## src/rtl/vtail_group_writeback.sv

```systemverilog
`default_nettype none
// ============================================================================
//  Module      : vtail_group_writeback
//  Description : Tail-undisturbed group writeback. Walks an LMUL register
//                group one 64-bit beat at a time. For each beat it reads the
//                old destination register, waits for the matching ALU result
//                beat, keeps the old bytes for elements at index >= vl, and
//                writes the merged register back to the VRF.
//  Ports       :
//    clk, rst                     clock, synchronous active-high reset
//    cmd_valid/cmd_ready          group command handshake (ready only in IDLE)
//    cmd_vd, cmd_vl, cmd_vtype    base register, vector length, {vsew,vlmul}
//    res_valid/res_ready/res_data result beat handshake from the vector ALU
//    old_rd_en/addr/data          VRF read of the old destination contents
//                                 (data returns one cycle after the request)
//    wr_en/wr_addr/wr_data        VRF write of the merged register
//    lmul_id                      beats remaining including the current one
//    done, err                    completion / rejection pulses
//  Revision    : 1.0  initial release
// ============================================================================
module vtail_group_writeback #(
    parameter int VLEN = 64,
    parameter int NREG = 32
) (
    input  logic                    clk,
    input  logic                    rst,
    input  logic                    cmd_valid,
    output logic                    cmd_ready,
    input  logic [$clog2(NREG)-1:0] cmd_vd,
    input  logic [6:0]              cmd_vl,
    input  logic [6:0]              cmd_vtype,
    input  logic                    res_valid,
    output logic                    res_ready,
    input  logic [VLEN-1:0]         res_data,
    output logic                    old_rd_en,
    output logic [$clog2(NREG)-1:0] old_rd_addr,
    input  logic [VLEN-1:0]         old_rd_data,
    output logic                    wr_en,
    output logic [$clog2(NREG)-1:0] wr_addr,
    output logic [VLEN-1:0]         wr_data,
    output logic [3:0]              lmul_id,
    output logic                    done,
    output logic                    err
);

    localparam int       AW       = $clog2(NREG);
    localparam int       NBYTES   = VLEN / 8;
    // Elements per register at SEW=8; shifted right by vsew for wider SEW.
    localparam logic [3:0] EPR_MAX = 4'(VLEN / 8);

    typedef enum logic [2:0] {
        S_IDLE = 3'd0,
        S_RD   = 3'd1,
        S_WAIT = 3'd2,
        S_MRG  = 3'd3,
        S_FIN  = 3'd4
    } state_t;

    state_t            r_state;
    logic [AW-1:0]     r_vd;
    logic [6:0]        r_vl;        // effective vl, already clamped to VLMAX
    logic [1:0]        r_vsew;
    logic [3:0]        r_epr;
    logic [3:0]        r_lmul;
    logic [2:0]        r_k;
    logic [VLEN-1:0]   r_old;

    // ------------------------------------------------------------------
    // Command decode (evaluated on the incoming command in IDLE)
    // ------------------------------------------------------------------
    logic [2:0]    w_vsew;
    logic [2:0]    w_vlmul;
    logic [3:0]    w_lmul;
    logic [AW-1:0] w_lmul_mask;
    logic [3:0]    w_epr;
    logic [6:0]    w_vlmax;
    logic [6:0]    w_vl_eff;
    logic          w_bad;
    logic          w_unused_vtype;

    assign w_vsew         = cmd_vtype[5:3];
    assign w_vlmul        = cmd_vtype[2:0];
    assign w_unused_vtype = cmd_vtype[6];
    assign w_lmul         = 4'd1 << w_vlmul[1:0];
    assign w_lmul_mask    = AW'(w_lmul - 4'd1);
    assign w_epr          = EPR_MAX >> w_vsew[1:0];
    assign w_vlmax        = 7'(w_epr) << w_vlmul[1:0];
    assign w_vl_eff       = (cmd_vl < w_vlmax) ? cmd_vl : w_vlmax;
    // Group base must be aligned to LMUL so vd+k never wraps the register file.
    assign w_bad          = (w_vsew > 3'd3) || (w_vlmul > 3'd3) ||
                            ((cmd_vd & w_lmul_mask) != '0);

    // ------------------------------------------------------------------
    // Tail merge for the current beat
    // ------------------------------------------------------------------
    logic [7:0]      w_kepr;
    logic [7:0]      w_vl8;
    logic [7:0]      w_diff;
    logic [7:0]      w_act;
    logic [7:0]      w_nbytes;
    logic [VLEN-1:0] w_merged;

    assign w_kepr   = 8'(r_k) * 8'(r_epr);
    assign w_vl8    = {1'b0, r_vl};
    assign w_diff   = w_vl8 - w_kepr;
    // Active elements in this beat: vl - k*epr clamped into [0, epr].
    assign w_act    = (w_vl8 <= w_kepr)         ? 8'd0 :
                      (w_diff > 8'(r_epr))      ? 8'(r_epr) : w_diff;
    assign w_nbytes = w_act << r_vsew;

    for (genvar b = 0; b < NBYTES; b++) begin : g_byte_merge
        assign w_merged[b*8 +: 8] = (8'(b) < w_nbytes) ? res_data[b*8 +: 8]
                                                       : r_old[b*8 +: 8];
    end

    // The write fires in the same cycle the result beat is accepted, so the
    // write port is a direct function of the MRG handshake. Address and data
    // are zeroed whenever no write is in flight.
    assign wr_en   = res_ready && res_valid;
    assign wr_addr = wr_en ? (r_vd + AW'(r_k)) : '0;
    assign wr_data = wr_en ? w_merged : '0;

    // ------------------------------------------------------------------
    // Control FSM with registered outputs
    // ------------------------------------------------------------------
    always_ff @(posedge clk) begin
        if (rst) begin
            r_state     <= S_IDLE;
            r_vd        <= '0;
            r_vl        <= '0;
            r_vsew      <= '0;
            r_epr       <= '0;
            r_lmul      <= '0;
            r_k         <= '0;
            r_old       <= '0;
            cmd_ready   <= 1'b1;
            res_ready   <= 1'b0;
            old_rd_en   <= 1'b0;
            old_rd_addr <= '0;
            lmul_id     <= '0;
            done        <= 1'b0;
            err         <= 1'b0;
        end else begin
            case (r_state)
                S_IDLE: begin
                    if (cmd_valid) begin
                        cmd_ready <= 1'b0;
                        r_vd      <= cmd_vd;
                        r_vl      <= w_vl_eff;
                        r_vsew    <= w_vsew[1:0];
                        r_epr     <= w_epr;
                        r_lmul    <= w_lmul;
                        r_k       <= '0;
                        if (w_bad) begin
                            err     <= 1'b1;
                            r_state <= S_FIN;
                        end else if (w_vl_eff == 7'd0) begin
                            done    <= 1'b1;
                            r_state <= S_FIN;
                        end else begin
                            lmul_id     <= w_lmul;
                            old_rd_en   <= 1'b1;
                            old_rd_addr <= cmd_vd;
                            r_state     <= S_RD;
                        end
                    end
                end
                S_RD: begin
                    old_rd_en   <= 1'b0;
                    old_rd_addr <= '0;
                    r_state     <= S_WAIT;
                end
                S_WAIT: begin
                    r_old     <= old_rd_data;
                    res_ready <= 1'b1;
                    r_state   <= S_MRG;
                end
                S_MRG: begin
                    if (res_valid) begin
                        res_ready <= 1'b0;
                        if (r_k == 3'(r_lmul - 4'd1)) begin
                            lmul_id <= '0;
                            done    <= 1'b1;
                            r_state <= S_FIN;
                        end else begin
                            r_k         <= r_k + 3'd1;
                            lmul_id     <= lmul_id - 4'd1;
                            old_rd_en   <= 1'b1;
                            old_rd_addr <= r_vd + AW'(r_k) + AW'(1);
                            r_state     <= S_RD;
                        end
                    end
                end
                S_FIN: begin
                    done      <= 1'b0;
                    err       <= 1'b0;
                    lmul_id   <= '0;
                    cmd_ready <= 1'b1;
                    r_state   <= S_IDLE;
                end
                default: begin
                    r_state   <= S_IDLE;
                    cmd_ready <= 1'b1;
                    res_ready <= 1'b0;
                    old_rd_en <= 1'b0;
                    done      <= 1'b0;
                    err       <= 1'b0;
                    lmul_id   <= '0;
                end
            endcase
        end
    end

endmodule
`default_nettype wire
```

## config.mk

```make
export PLATFORM = sky130hd
export DESIGN_NAME = vtail_group_writeback
export DESIGN_NICKNAME = d
export VERILOG_FILES = /design/src/rtl/vtail_group_writeback.sv
export SDC_FILE = /design/constraint.sdc
export NUM_CORES = 1
export LEC_CHECK = 0
export CAP_MARGIN = 0
export CORE_MARGIN = 4
export CORE_UTILIZATION = 50
export CTS_CLUSTER_SIZE = 20
export DETAILED_ROUTE_END_ITERATION = 10
export HOLD_SLACK_MARGIN = 0.06
export MAX_ROUTING_LAYER = met4
export PLACE_DENSITY = 0.95
export SETUP_SLACK_MARGIN = 0.02
export SLEW_MARGIN = 20
export SYNTH_ARGS = -nofsm -noshare
export SYNTH_HDL_FRONTEND = slang
export SYNTH_SLANG_ARGS = --single-unit
```

## constraint.sdc

```tcl
create_clock -name clk -period 11.9 [get_ports clk]
set_input_delay 2.38 -clock clk [delete_from_list [all_inputs] [get_ports clk]]
set_output_delay 2.38 -clock clk [all_outputs]
set_load 0.02 [all_outputs]
```

==> flow_summary.ini <==
[worst_setup_path]
r2r_slack_ns = 9.15
slowest_stage = or4_1
crit_type = flip-flop to primary output
crit_path_start_kind = flip-flop
r2r_start = r_state[2]
cp_common_cell = ha_1
arrival_ns = 6.84
rr_worst_depth = 8
path_cells = and2_1 > fa_1 > ha_1 > fa_1 > inv_1 > ha_1 > xnor2_1 > inv_1 > ha_1 > a21oi_1 > a21oi_1 > or4_1 > nor2_8 > mux4_2 > nor3_2 > nor3_1 > o21a_1 > mux2i_1 > clkdlybuf4s50_1
cp-end-kind = primary output
worstPathRequired_ns = 9.52
max_stage_delay_ns = 0.74
reg2reg_to = old_rd_addr[1]
path_max_fanout = 9

[hold_path]
hold_class = flip-flop to flip-flop
min_path_cells = 2
hold_end = cmd_ready
worstHoldStart = cmd_ready

[final_layout]
fin_nets = 1283
nFillCells = 966
drive_gt1_share_pct = 4.541
antenna_cells = 0
area_delta_synth_final_pct = 40.15

[floorplanning]
io_pins = 235
initial_core_util_pct = 51.72
core_mm2 = 0.01277
row_count = 41
die_area_mm2 = 0.01512
die_w_um = 122.9
die_h_um = 122.9

[sta]
worst_pin_slew_ns = 1.047
fmax_ghz = 0.1085
fin_crit_sh_pct = 77.46
period_minus_slack_ns = 9.217
relSlewSlack_pct = 30.19
setup_tns_ns = 0
hold_violations = 0
fin_ws_ns = 2.683
finalClockSkew_ns = 0.01018
finalMaxSlewViolations = 0
setup_viol = 0
rsz0062_at_grt = no

[drt]
routedWlPerCell_um = 16.51
drc = 0
wl_mm = 21.01
vias = 7197
drtAntennaViolNets = 0
drtPass1Iterations = 5
drt_iter0_drc = 442
vias_per_cell = 5.654

[cts]
cts.sinks = 105
cts_resized = 0
clockBufferDepth = 2
clkSlewWorstSetupHoldPaths_ns = 0.08
cts_setup_buffers = 0
numCtsBuffers = 9
cts_tree = done
ctsRootBufferMaster = clkbuf_16
insertion_delay_ns = 0.36
h-tree-depth = 3
postCtsHoldBufs = 0

[power]
total_leakage_power_nw = 3.273
power.density_mw_per_mm2 = 102.0
power.total_mw = 0.9447
worst_ir_drop_vdd_v = 0.00008451

[logic_synthesis]
synth_top_area_share_pct = 31.82
ys_ff_latch = 105
avgSynthCellArea_um2 = 7.308
synth_flop_cell = dfxtp_1
synthDistinctLibCells = 71
ys_seq_area_share_pct = 31.82
yosys_warnings = 0
synth_area_leader_cell = dfxtp_1
synth_nets = 1091
synth_cells = 904
synth_edf_count = 0
synth_area_leaders = dfxtp_1, nand2_1, a21oi_1
syn_area_mm2 = 0.006606
async_reset_ff_share_pct = 0

[status]
status = finished clean

[placed_design]
dp_slack_ns = 3.178
gp_congestion = 0.9151
post-dp-hpwl_mm = 15.33
io_buffers = 233

[flow_run]
max_cap_viol_count = 0

[global_route]
grt_pass1_wl_mm = 32.98
antenna_found_initial = 0
grt-ovfl-total = 0
grt_use_total_pct = 27.78
grt_start_max_net_pins = 97
grt_pass1_vias = 6853
==> synthesized netlist by cell type (all sizes together), types with 9 or more instances <==
cell type and count:
a21oi 116, a31oi 9, a31o 9, nor2 67
nand3 37, a211oi 9, clkbuf 47, nor3 12
and2 13, dfxtp 105, ha 31, nand2 233
inv 26, xnor2 12, mux2i 28, o21ai 47
buf 9
==> cell type report <==
cell class	instances	area (um2)	area share, %
Clock buffer	9	225.2	2.432
Clock inverter	7	81.33	0.8784
Inverter	27	101.3	1.095
Multi-Input combinational cell	716	4174	45.08
Sequential cell	105	2102	22.70
Tap cell	172	215.2	2.324
Timing Repair Buffer	237	2360	25.49
==> worst max-delay path by stage <==
stage          startpoint     endpoint  slack, ns  depth (start not counted)
2_1_floorplan      r_k[1]  wr_data[56]       4.16                         19
3_3_place_gp       r_k[1]  wr_data[34]       3.27                         19
3_5_place_dp       r_k[1]  wr_data[33]       3.18                         19
4_1_cts            r_k[1]  wr_data[33]       2.72                         19
5_1_grt            r_k[1]  wr_data[34]       2.30                         19
6_report           r_k[0]  wr_data[38]       2.68                         19
==> cell families (layout without fill, tap and decap cells) <==
kind of cell / count (synthesis) / count (layout) / synth area share (%)
and+or+nand+nor: 397 / 397 / 25.89
AOI/OAI and AO/OA: 235 / 235 / 22.67
DFF: 105 / 105 / 31.82
buffers and inverters: 83 / 280 / 5.095
adders and majority gates: 37 / 37 / 7.557
muxes: 29 / 29 / 4.583
xor gates and xnor gates: 18 / 18 / 2.386
==> flip-flops by register name, summed over array words and instances, names as in the netlist <==
signal       cells
cmd_ready        1
done             1
err              1
lmul_id          4
old_rd_addr      5
old_rd_en        1
r_epr            4
r_k              3
r_lmul           3
r_old           64
r_state          3
r_vd             5
r_vl             7
r_vsew           2
res_ready        1
==> routing by layer <==
metal	vias up	track usage [%]	share of wire, %
met2	300	46.12	49
met4	0	8.467	2.2
li1	3499	-	-
met3	39	7.045	8.0
met1	3359	33.30	40
met5	-	-	0
==> metrics by stage <==
step	cell area [um2]	utilization, %	instances	hold WS, ns
after detailed placement	8950	70.07	1257	0.4364
after global placement	8950	70.07	1257	0.4308
final	9259	72.49	1273	0.4452
after CTS	9256	72.47	1273	0.4473
after global routing	9259	72.49	1273	0.4755
after floorplan	6606	-	904	0.4357
==> power by group <==
group | switching, mW | total, mW | internal (mW) | leakage (nW)
sequential | 0.0118 | 0.376 | 0.364 | 0.851
clock | 0.151 | 0.302 | 0.151 | 0.150
combinational | 0.148 | 0.267 | 0.119 | 2.27
==> critical path: cells and delay by family (launching register included) <==
kind	cells	cell delay, ns
simple gates	5	1.64
mux	2	0.84
fa+ha+maj	5	1.78
xor+xnor	1	0.24
buf+inv	3	0.75
flops	1	0.56
compound gates	3	0.67
==> layout by cell type (no fill, tap or decap), drive strengths merged, types with 12 or more instances in the layout <==
cell type      netlist  layout
nand2              233     233
clkdlybuf4s50        0     232
a21oi              116     116
dfxtp              105     105
nor2                67      67
o21ai               47      47
nand3               37      37
ha                  31      31
inv                 26      30
mux2i               28      28
and2                13      13
xnor2               12      12
nor3                12      12
No activity file was read; power rests on OpenSTA's default activity.
